$ cat src/rtl/rgb_pkg.sv
// rgb_pkg: phase encodings and widths shared by the RGB colour path.
package rgb_pkg;
  localparam int PWM_BITS_DEF = 8;
  localparam int N_LEDS = 25;
  typedef enum logic [2:0] {
    PH_R2Y = 3'd0,
    PH_Y2G = 3'd1,
    PH_G2C = 3'd2,
    PH_C2B = 3'd3,
    PH_B2M = 3'd4,
    PH_M2R = 3'd5
  } phase_t;
endpackage

$ cat src/rtl/rgb_pwm_sweep_channel.sv
// pwm_channel: shadowed duty with a registered compare, so duty changes land only on period boundaries.
module pwm_channel #(
  parameter int W = 8,
  parameter logic [W-1:0] RST_DUTY = '0
) (
  input  logic         clk,
  input  logic         rst,
  input  logic         en,
  input  logic         period_end,
  input  logic [W-1:0] pwm_cnt,
  input  logic [W-1:0] duty_next,
  output logic         pwm
);
  logic [W-1:0] shadow;
  always_ff @(posedge clk) begin
    if (rst) begin
      shadow <= RST_DUTY;
      pwm    <= 1'b0;
    end else begin
      if (period_end) shadow <= duty_next;
      pwm <= en && (pwm_cnt < shadow);
    end
  end
endmodule

$ cat src/rtl/rgb_pwm_sweep.sv
// rgb_pwm_sweep: three PWM streams whose duties walk a six-phase colour wheel.
module rgb_pwm_sweep
  import rgb_pkg::*;
#(
  parameter int PWM_BITS     = PWM_BITS_DEF,
  parameter int PRESCALE     = 8,
  parameter int STEP_PERIODS = 64
) (
  input  logic       clk,
  input  logic       rst,
  input  logic       en,
  output logic       R_pwm_output,
  output logic       G_pwm_output,
  output logic       B_pwm_output,
  output logic [2:0] phase,
  output logic       cycle_done
);
  localparam int PSW = PRESCALE > 1 ? $clog2(PRESCALE) : 1;
  localparam int SPW = STEP_PERIODS > 1 ? $clog2(STEP_PERIODS) : 1;
  localparam logic [PWM_BITS-1:0] MAX  = '1;
  localparam logic [PWM_BITS-1:0] LAST = MAX - 1'b1;
  localparam logic [PSW-1:0] PS_LAST = PSW'(PRESCALE - 1);
  localparam logic [SPW-1:0] SP_LAST = SPW'(STEP_PERIODS - 1);

  logic [PSW-1:0]      presc;
  logic [PWM_BITS-1:0] pwm_cnt;
  logic [SPW-1:0]      per_cnt;
  logic [PWM_BITS-1:0] duty_r, duty_g, duty_b, r_n, g_n, b_n;
  phase_t              ph, ph_n;
  logic                tick, period_end, step, hit, wrap;

  assign tick       = presc == PS_LAST;
  assign period_end = tick && pwm_cnt == LAST;
  assign step       = period_end && per_cnt == SP_LAST && en;
  assign phase      = ph;

  // Only the ramping channel moves; reaching its target ends the phase.
  always_comb begin
    r_n  = duty_r;
    g_n  = duty_g;
    b_n  = duty_b;
    hit  = 1'b0;
    if (step) begin
      unique case (ph)
        PH_R2Y: begin g_n = duty_g + 1'b1; hit = g_n == MAX;  end
        PH_Y2G: begin r_n = duty_r - 1'b1; hit = r_n == '0;   end
        PH_G2C: begin b_n = duty_b + 1'b1; hit = b_n == MAX;  end
        PH_C2B: begin g_n = duty_g - 1'b1; hit = g_n == '0;   end
        PH_B2M: begin r_n = duty_r + 1'b1; hit = r_n == MAX;  end
        PH_M2R: begin b_n = duty_b - 1'b1; hit = b_n == '0;   end
        default: hit = 1'b0;
      endcase
    end
    wrap = hit && ph == PH_M2R;
    ph_n = !hit ? ph : wrap ? PH_R2Y : phase_t'(ph + 3'd1);
  end

  always_ff @(posedge clk) begin
    if (rst) begin
      presc      <= '0;
      pwm_cnt    <= '0;
      per_cnt    <= '0;
      ph         <= PH_R2Y;
      duty_r     <= MAX;
      duty_g     <= '0;
      duty_b     <= '0;
      cycle_done <= 1'b0;
    end else begin
      presc <= tick ? '0 : presc + 1'b1;
      if (tick) pwm_cnt <= period_end ? '0 : pwm_cnt + 1'b1;
      if (period_end) per_cnt <= per_cnt == SP_LAST ? '0 : per_cnt + 1'b1;
      duty_r     <= r_n;
      duty_g     <= g_n;
      duty_b     <= b_n;
      ph         <= ph_n;
      cycle_done <= wrap;
    end
  end

  pwm_channel #(.W(PWM_BITS), .RST_DUTY(MAX)) u_r (
    .clk(clk), .rst(rst), .en(en), .period_end(period_end),
    .pwm_cnt(pwm_cnt), .duty_next(r_n), .pwm(R_pwm_output)
  );
  pwm_channel #(.W(PWM_BITS), .RST_DUTY('0)) u_g (
    .clk(clk), .rst(rst), .en(en), .period_end(period_end),
    .pwm_cnt(pwm_cnt), .duty_next(g_n), .pwm(G_pwm_output)
  );
  pwm_channel #(.W(PWM_BITS), .RST_DUTY('0)) u_b (
    .clk(clk), .rst(rst), .en(en), .period_end(period_end),
    .pwm_cnt(pwm_cnt), .duty_next(b_n), .pwm(B_pwm_output)
  );
endmodule

$ cat config.mk
export PLATFORM = sky130hd
export DESIGN_NAME = rgb_pwm_sweep
export DESIGN_NICKNAME = d
export VERILOG_FILES = /design/src/rtl/rgb_pkg.sv /design/src/rtl/rgb_pwm_sweep_channel.sv /design/src/rtl/rgb_pwm_sweep.sv
export SDC_FILE = /design/constraint.sdc
export NUM_CORES = 1
export LEC_CHECK = 0
export CORE_ASPECT_RATIO = 0.8
export CORE_UTILIZATION = 58
export CTS_BUF_LIST = sky130_fd_sc_hd__clkbuf_4 sky130_fd_sc_hd__clkbuf_8
export CTS_CLUSTER_DIAMETER = 60
export DETAILED_ROUTE_END_ITERATION = 8
export PLACE_DENSITY = 0.78
export SETUP_SLACK_MARGIN = 0.2
export SYNTH_ARGS = -nofsm -noshare
export SYNTH_HDL_FRONTEND = slang
export SYNTH_SLANG_ARGS = --single-unit
$ cat constraint.sdc
create_clock -name clk -period 2.9 [get_ports clk]
set_input_delay 0.58 -clock clk [delete_from_list [all_inputs] [get_ports clk]]
set_output_delay 0.58 -clock clk [all_outputs]
set_load 0.01 [all_outputs]
==> results.json, run 1 <==
{
  "status": "finished, final reports clean",
  "hold_viol_final": 0,
  "path_cells": "inv_4, ha_4, or4bb_4, o41ai_4, o21ai_2, a2111oi_4, a211oi_2, or3_4, mux2_4",
  "diodes": 0,
  "fin_hold_ws_ns": 0.436,
  "whs_path_depth": 1,
  "yosys.cell_types.count": 59,
  "avgSynthCellArea_um2": 7.97,
  "synth_area_leaders": "dfxtp_1, ha_1, nor2_1, xnor2_1, nand2_1",
  "flow.area_growth_from_synthesis_pct": 15.6,
  "finalSetupViolCount": 0,
  "die_h_um": 81.5,
  "clockBufferDepth": 2,
  "cts_max_level": 3,
  "cts_tree": "built",
  "drv_cap": 0,
  "start_util_pct": 60.8,
  "cts_root_buf": "clkbuf_8",
  "final_max_slew_viol_count": 0,
  "viasPerCell": 6.08,
  "tightest_slew_ns": 0.573,
  "ys_seq_elements": 72,
  "cts_buffers": 9,
  "die_area_um2": 8250,
  "r2r_start": "duty_b[0]$_SDFF_PP0_",
  "setup_tns_ns": 0,
  "hp-start": "presc[0]$_SDFF_PP0_",
  "port-buffer-count": 9,
  "core_um2": 7530,
  "cpMaxStageDelayCell": "or4bb_4",
  "leakagePower_nw": 2.10,
  "yosysSeqAreaShare_pct": 31.5,
  "stdcell_count": 710,
  "vdd_ir_drop_max_v": 0.000285,
  "first_iter_violations": 412,
  "rsz0062_at_grt": "yes",
  "netlist.area_leader.share_pct": 31.5,
  "r2r_slack_ns": 0.18,
  "track_usage_pct": 30.7,
  "r2r_cells": 9,
  "worst_ep_arrival_time_ns": 2.96,
  "ant_nets": 0,
  "rows": 28,
  "slew_headroom_pct": 61.5,
  "drc": 0,
  "layout_common_cells": "nor2_1, dfxtp_1, nand2_1",
  "critical_path_class": "reg2reg",
  "rr_endpoint": "phase[0]$_SDFFE_PP0N_",
  "ios": 10,
  "power_density_nw_per_um2": 340,
  "grt_max_degree": 31,
  "period_minus_slack_ns": 2.72,
  "dr.pass1.iters": 5,
  "layout_setup_ws_ns": 0.184,
  "synth_top_flop_cell": "dfxtp_1",
  "cp.required_ns": 3.14,
  "grt_pass1_wl_mm": 19.3,
  "critPathLaunchType": "flop",
  "synth_edf_count": 0,
  "vias": 4314,
  "antenna_found_initial": 0,
  "worstHoldPathType": "reg2reg",
  "routedWlPerCell_um": 16.8,
  "hold_path_end": "presc[0]$_SDFF_PP0_",
  "grt_pass1_vias": 4059,
  "async_reset_ff_share_pct": 0,
  "grt_overflow": 0,
  "cp_slowest_stage_delay_ns": 0.46,
  "clock_skew_ns": 0.0102,
  "gp_congestion": 0.907,
  "insertion_delay_ns": 0.36,
  "crit_path_max_fanout": 6,
  "final_common_cell": "nor2_1",
  "yosysTopAreaCell": "dfxtp_1",
  "nets": 643,
  "syn-cell-area_um2": 4580,
  "pre_cts_ws_ns": 0.0323,
  "power_w": 0.00180,
  "routed_wl_mm": 11.9,
  "dp.cells": 688,
  "die_w_um": 101,
  "synth_cells": 574,
  "synthesis.nets": 617,
  "yosysWarnings": 0,
  "cts_sinks": 72,
  "drive_gt1_share_pct": 15.0,
  "path_clk_slew_ns": 0.08,
  "period_share_pct": 93.6,
  "fmax_ghz": 0.368,
  "place_hpwl_mm": 8.63,
  "crit_path_end_kind": "flop"
}
==> report_power, final <==
part	leakage, nW	switching (W)	internal, W	total [W]
logic	1.43	0.0000404	0.0000273	0.0000676
registers	0.585	0.00000847	0.000993	0.00100
clock network	0.0866	0.000413	0.000319	0.000732
==> cell families after synthesis <==
group | synth area share (%)
AND/OR/NAND/NOR | 23.9
AO/OA/AOI/OAI | 20.8
flip-flops | 31.5
buffers and inverters | 5.88
adder cells (fa/ha/maj) | 10.9
XOR/XNOR | 5.93
multiplexers | 1.09
==> how the worst max path moves through the flow <==
| stage | end | start | depth (start not counted) | slack (ns) |
|---|---|---|---|---|
| 6_report | phase[0]$_SDFFE_PP0N_ | duty_b[0]$_SDFF_PP0_ | 9 | 0.18 |
| 5_1_grt | phase[0]$_SDFFE_PP0N_ | duty_b[0]$_SDFF_PP0_ | 9 | 0.13 |
| 4_1_cts | phase[0]$_SDFFE_PP0N_ | duty_g[0]$_SDFF_PP0_ | 9 | 0.21 |
| 3_5_place_dp | phase[0]$_SDFFE_PP0N_ | duty_b[0]$_SDFF_PP0_ | 9 | 0.03 |
| 3_3_place_gp | phase[2]$_SDFFE_PP0N_ | duty_b[0]$_SDFF_PP0_ | 9 | 0.11 |
| 2_1_floorplan | phase[0]$_SDFFE_PP0N_ | duty_r[0]$_SDFF_PP1_ | 8 | 0.22 |
==> registers in the layout, indices dropped and copies added, names as in the netlist <==
signal / cells
u_b.pwm: 1
duty_r: 8
presc: 3
phase: 3
u_g.pwm: 1
per_cnt: 6
duty_g: 8
pwm_cnt: 8
u_g.shadow: 8
duty_b: 8
cycle_done: 1
u_r.pwm: 1
u_b.shadow: 8
u_r.shadow: 8
==> cell usage after synthesis (12+ instances only) <==
cell and number:
o21ai_0 29, nand2_1 43, nor3_1 19, a21oi_1 24, inv_1 35, a21o_1 20
nor2_1 70, a211oi_1 15, clkbuf_1 26, ha_1 40, nand3_1 12, dfxtp_1 72
xnor2_1 21
==> layer usage <==
| metal | track usage [%] | up-vias | wire length [um] |
|---|---|---|---|
| li1 | - | 2090 | - |
| met1 | 40.2 | 2013 | 5320 |
| met2 | 49.5 | 174 | 5440 |
| met3 | 7.15 | 37 | 838 |
| met4 | 11.7 | 0 | 340 |
| met5 | 0 | - | 0 |
==> area by class of cell <==
cell class	instances	area, um^2
clock buffers	9	124
clock inverters	7	55.1
fillers	588	2240
inverters	35	136
multi-input cells	434	2990
flip-flops and latches	72	1460
well taps	105	131
repair buffers	48	398
==> worst max-delay path, delay by kind of cell (launching register included) <==
| kind | cells | cell delay (ns) |
|---|---|---|
| compound gates | 4 | 0.66 |
| fa+ha+maj | 1 | 0.27 |
| buf+inv | 1 | 0.05 |
| flops | 1 | 0.41 |
| mux | 1 | 0.31 |
| simple gates | 2 | 0.89 |
==> metrics by stage <==
stage	util, %	cell area (um^2)
after floorplan	-	4580
after global placement	65.1	4910
after detailed placement	65.1	4910
after CTS	68.4	5150
after global routing	70.3	5290
final	70.3	5290
==> repair_timing <==
item,in CTS,in global routing
pin swaps,1,6
setup endpoints to repair,3,2
gates resized for setup,21,17
hold buffers,0,0
buffers inserted,0,6
Note: power is estimated with default switching activity, not from simulation.
==> run 2, diff against run 1 <==
==> constraint.sdc (replaced) <==
create_clock -name clk -period 2.9 [get_ports clk]
set_input_delay 0.58 -clock clk [delete_from_list [all_inputs] [get_ports clk]]
set_output_delay 0.58 -clock clk [all_outputs]
set_load 0.005 [all_outputs]
==> results of run 2 <==
Same layout as run 1 (identical final DEF). Status: finished, final reports clean.
